`src/rtl/frac_logic_pkg.sv`:
```
// Shared definitions for the fracturable LUT-K logic element and its config chain.
package frac_logic_pkg;

   // Mode-bit offsets, relative to the end of the truth table in the config word.
   localparam int unsigned OUT0_SEL_OFS = 0;
   localparam int unsigned ARITH_EN_OFS = 1;

   typedef enum logic {
      LOGIC = 1'b0,
      ARITH = 1'b1
   } cfg_mode_t;

   function automatic int unsigned cfg_bits(input int unsigned k);
      return (32'd1 << k) + 32'd2;
   endfunction

endpackage

```
`src/rtl/ccff_count_chain.sv`:
```
// Serial configuration shift chain with a saturating bit counter and a load-complete flag.
module ccff_count_chain
   import frac_logic_pkg::*;
#(
   parameter int unsigned N = 18
) (
   input  logic         prog_clk,
   input  logic         pReset,
   input  logic         config_enable,
   input  logic         ccff_head,
   output logic [N-1:0] cfg,
   output logic         ccff_tail,
   output logic         cfg_done
);

   localparam int unsigned CNT_W = $clog2(N + 1);

   logic [CNT_W-1:0] cnt;
   logic             en_q;
   logic             cnt_full;

   assign cnt_full  = (cnt == CNT_W'(N));
   assign ccff_tail = cfg[N-1];

   // Counter restarts on each new enable burst so a partial earlier load never counts.
   always_ff @(posedge prog_clk) begin
      if (pReset) begin
         cfg      <= '0;
         cnt      <= '0;
         en_q     <= 1'b0;
         cfg_done <= 1'b0;
      end else begin
         en_q     <= config_enable;
         cfg_done <= ~config_enable & cnt_full;
         if (config_enable) begin
            cfg <= {cfg[N-2:0], ccff_head};
            if (!en_q) begin
               cnt <= CNT_W'(1);
            end else if (!cnt_full) begin
               cnt <= cnt + CNT_W'(1);
            end
         end
      end
   end

endmodule

```
`src/rtl/frac_lutk_logic_cfg.sv`:
```
// Fracturable LUT-K logic element with carry; outputs held low until a complete config load.
module frac_lutk_logic_cfg
   import frac_logic_pkg::*;
#(
   parameter int unsigned K = 4
) (
   input  logic         prog_clk,
   input  logic         pReset,
   input  logic         config_enable,
   input  logic         ccff_head,
   input  logic [K-1:0] frac_logic_in,
   input  logic         frac_logic_cin,
   output logic [1:0]   frac_logic_out,
   output logic         frac_logic_cout,
   output logic         ccff_tail,
   output logic         cfg_done
);

   localparam int unsigned CFG_BITS = cfg_bits(K);
   localparam int unsigned TT_BITS  = 32'd1 << K;
   localparam int unsigned HALF     = 32'd1 << (K - 1);

   logic [CFG_BITS-1:0] cfg;
   logic [HALF-1:0]     t_lo;
   logic [HALF-1:0]     t_hi;
   logic [K-2:0]        idx;
   logic                lo;
   logic                hi;
   logic                lutk;
   logic                sum;
   logic                carry;
   logic                out0_sel;
   cfg_mode_t           mode;
   logic                out0_raw;
   logic                cout_raw;

   ccff_count_chain #(
      .N (CFG_BITS)
   ) u_chain (
      .prog_clk      (prog_clk),
      .pReset        (pReset),
      .config_enable (config_enable),
      .ccff_head     (ccff_head),
      .cfg           (cfg),
      .ccff_tail     (ccff_tail),
      .cfg_done      (cfg_done)
   );

   assign t_lo     = cfg[HALF-1:0];
   assign t_hi     = cfg[TT_BITS-1:HALF];
   assign idx      = frac_logic_in[K-2:0];
   assign lo       = t_lo[idx];
   assign hi       = t_hi[idx];
   assign lutk     = frac_logic_in[K-1] ? hi : lo;
   assign sum      = lo ^ hi ^ frac_logic_cin;
   assign carry    = (lo & hi) | (frac_logic_cin & (lo ^ hi));
   assign out0_sel = cfg[TT_BITS + OUT0_SEL_OFS];
   assign mode     = cfg_mode_t'(cfg[TT_BITS + ARITH_EN_OFS]);

   // Output 0 selects between the lower half-LUT, the full LUT-K and the adder sum.
   always_comb begin
      out0_raw = out0_sel ? lutk : lo;
      cout_raw = 1'b0;
      if (mode == ARITH) begin
         out0_raw = sum;
         cout_raw = carry;
      end
   end

   assign frac_logic_out  = {hi & cfg_done, out0_raw & cfg_done};
   assign frac_logic_cout = cout_raw & cfg_done;

endmodule

```
`config.mk`:
```
export PLATFORM = sky130hd
export DESIGN_NAME = frac_lutk_logic_cfg
export DESIGN_NICKNAME = d
export VERILOG_FILES = /design/src/rtl/frac_logic_pkg.sv /design/src/rtl/ccff_count_chain.sv /design/src/rtl/frac_lutk_logic_cfg.sv
export SDC_FILE = /design/constraint.sdc
export NUM_CORES = 1
export LEC_CHECK = 0
export ABC_AREA = 1
export CAP_MARGIN = 30
export CORE_MARGIN = 5
export CORE_UTILIZATION = 54
export DETAILED_ROUTE_END_ITERATION = 6
export GPL_ROUTABILITY_DRIVEN = 0
export HOLD_SLACK_MARGIN = 0.08
export MAX_ROUTING_LAYER = met4
export PLACE_DENSITY = 0.77
export SETUP_SLACK_MARGIN = 0.3
export SLEW_MARGIN = 20
export SYNTH_ARGS = -nofsm -noshare
export SYNTH_HDL_FRONTEND = slang
export SYNTH_SLANG_ARGS = --single-unit
```
`constraint.sdc`:
```
create_clock -name prog_clk -period 3.7 [get_ports prog_clk]
set_clock_uncertainty 0.2 [all_clocks]
set_input_delay 0.925 -clock prog_clk [delete_from_list [all_inputs] [get_ports prog_clk]]
set_output_delay 0.925 -clock prog_clk [all_outputs]
set_load 0.1 [all_outputs]
```
==> run summary <==
Status - completed
Total core area - 2170 µm²
Register-to-Register Path Depth - 8
EDFF count, synth - 0
First-pass GRT wire length - 4730 µm
CTS Sinks - 25
CTS root buf - clkbuf_4
Yosys top cell by area - dfxtp_1
Via/cell ratio - 5.40
Comb pwr share - 0.193
Hpwl dp - 1850 µm
Final Slew Violations - 0
CTS Hold Bufs - 0
DP Area - 1500 µm²
RSZ-0062 raised after global routing - yes
Inserted Diodes - 0
Most common cell in the netlist - nand2_1
Switching Share - 0.253
Post-synth ARST share - 0
Fmax - 0.275 GHz
Final setup fails - 0
Max-cap viol count - 0
Psw - 0.122 mW
Layout cells sized above 1 - 0.449
Reg clk slew, reported paths - 0.12 ns
Vias in the first global route - 1027
Crit share post-route - 0.983
Io pins - 14
Average cell area after synthesis - 7.94 µm²
Sequential share of the synthesized area - 0.415
Power density over cell area - 280 nW/µm²
Worst skew pair latency - 0.30 ns
Final Hold Fails - 0
WP data arrival - 2.51 ns
Worst-Margin Slew - 0.779 ns
Unique masters post-synth - 23
Post-layout util - 0.791
Via count - 1112
Synthesized flop and latch total - 25
Synthesized net count - 164
Worst hold slack - 0.296 ns
Top post-synthesis cells by area - dfxtp_1, o22ai_2, nand3_1
Setup CP Type - in -> out
DIE WIDTH - 57.3 µm
Synth Flop Type - dfxtp_1
All-Layer GR Usage - 0.190
Synthesized instance count - 152
DR WL/cell - 14.1 µm
ANT nets after route - 0
Pre-antenna DRT Iters - 4
CTS buffer count - 3
Final instance area - 1720 µm²
TritonCTS clock tree - yes
Warnings from Yosys - 0
Worst Path Max Fanout - 8
CP endpoint kind - primary output
HP Class - reg -> reg
Nets@finish - 191
Initial Utilization - 0.556
Longest Clk Path Bufs - 2
Wirelength, routed - 2910 µm
Dpl cells - 193
Hold Path Stages - 2
Flop pwr share - 0.573
Die Ht - 57.3 µm
Clock network power share - 0.235
Commonest cells in the netlist - nand2_1, dfxtp_1, inv_1
Post-Syn Area - 1210 µm²
VDD IR max - 306 µV
CTS H-Tree Depth - 1
Area Growth Syn to Fin - 42.2%
Final min period - 3.64 ns
# rows - 17
Power, Total - 0.481 mW
Final instance count without filler cells - 206
Int Pwr - 0.359 mW
Total die area - 3280 µm²
Slew HR - 0.481
Residual DRC - 0
WP data required - 2.57 ns
Top cell type's share of synthesized area - 0.415
P_leak - 0.678 nW
Initial antenna violation count - 0
Largest net degree at the start of global routing - 20
Crit start category - input pin
GRT overflow - 0
PortBufs - 13
Iter 0 DRT Violations - 39
==> cell families (layout without fill, tap and decap cells) <==
group,Yosys count,count (layout),share of synthesized area
compound gates,24,24,0.166
fa+ha+maj,3,3,0.0373
buf+inv,35,61,0.131
flops,25,25,0.415
simple gates,65,65,0.251
==> routing by layer <==
layer / global-route usage / up-vias / wire length (µm)
met4: 0.0695 / 0 / 92
li1: - / 553 / -
met3: 0.0271 / 12 / 115
met1: 0.245 / 519 / 1240
met5: - / - / 0
met2: 0.300 / 28 / 1470
==> critical path, stage by stage <==
cell        delay, ns
buf_8            0.11
buf_12           0.13
inv_12           0.08
nand2_4          0.06
nand3_4          0.07
nand3_4          0.09
nand2_2          0.10
fa_1             0.42
a21oi_2          0.17
nand2_2          0.09
clkinvlp_4       0.09
buf_12           0.17
==> timing repair <==
item | 4_1_cts | 5_1_grt
endpoints found under the setup margin | 3 | 2
setup buffers | 7 | 1
hold endpoints to repair | 0 | 0
pin swaps | 12 | 8
gates resized for setup | 27 | 10
cloned | 1 | 0
==> final timing paths <==
kind	slack (ns)	from	end
worst min register to register	0.30	u_chain.cfg[16]	u_chain.cfg[17]
worst max-delay path	0.06	frac_logic_in[0]	frac_logic_out[0]
worst max register to register	2.19	u_chain.cnt[0]	u_chain.cnt[3]
worst min-delay path	0.30	u_chain.cfg[16]	u_chain.cfg[17]
==> sequential cells by signal (all words and copies together) (netlist names) <==
name	cells
u_chain.en_q	1
u_chain.cfg_done	1
u_chain.cnt	5
u_chain.cfg	18
==> area by class of cell <==
class,count,area (µm²)
Clock buffer,4,26.3
Fill cell,146,454
Inverter,31,133
Multi-Input combinational cell,92,718
Sequential cell,25,500
Tap cell,28,35.0
Timing Repair Buffer,26,303
==> placed cells by master, fill, tap and decap left out, drive strengths merged <==
cell type      count
clkdlybuf4s15      2
buf               19
inv               30
o21ai              2
ha                 2
clkinvlp           1
nor3               1
a211oi             1
nand3             21
fa                 1
or2                2
o22ai             17
a21oi              4
clkbuf             4
clkdlybuf4s50      5
nand4              2
nand2             27
nor2              12
dfxtp             25
==> per-stage QoR <==
step | setup WS (ns) | TNS, ns
floorplan | -0.0142 | -0.0142
global placement | -0.233 | -0.409
detailed placement | -0.247 | -0.444
CTS | 0.136 | 0
global route | 0.00337 | 0
finish | 0.0612 | 0
==> power groups by stage <==
stage / registers [mW] / logic [mW] / clock network, mW
2_1_floorplan: 0.281 / 0.0475 / 0
3_5_place_dp: 0.282 / 0.0652 / 0
5_1_grt: 0.276 / 0.0993 / 0.134
6_report: 0.275 / 0.0926 / 0.113
4_1_cts: 0.275 / 0.0823 / 0.118
3_3_place_gp: 0.281 / 0.0639 / 0
(Power assumes the default switching activity.)
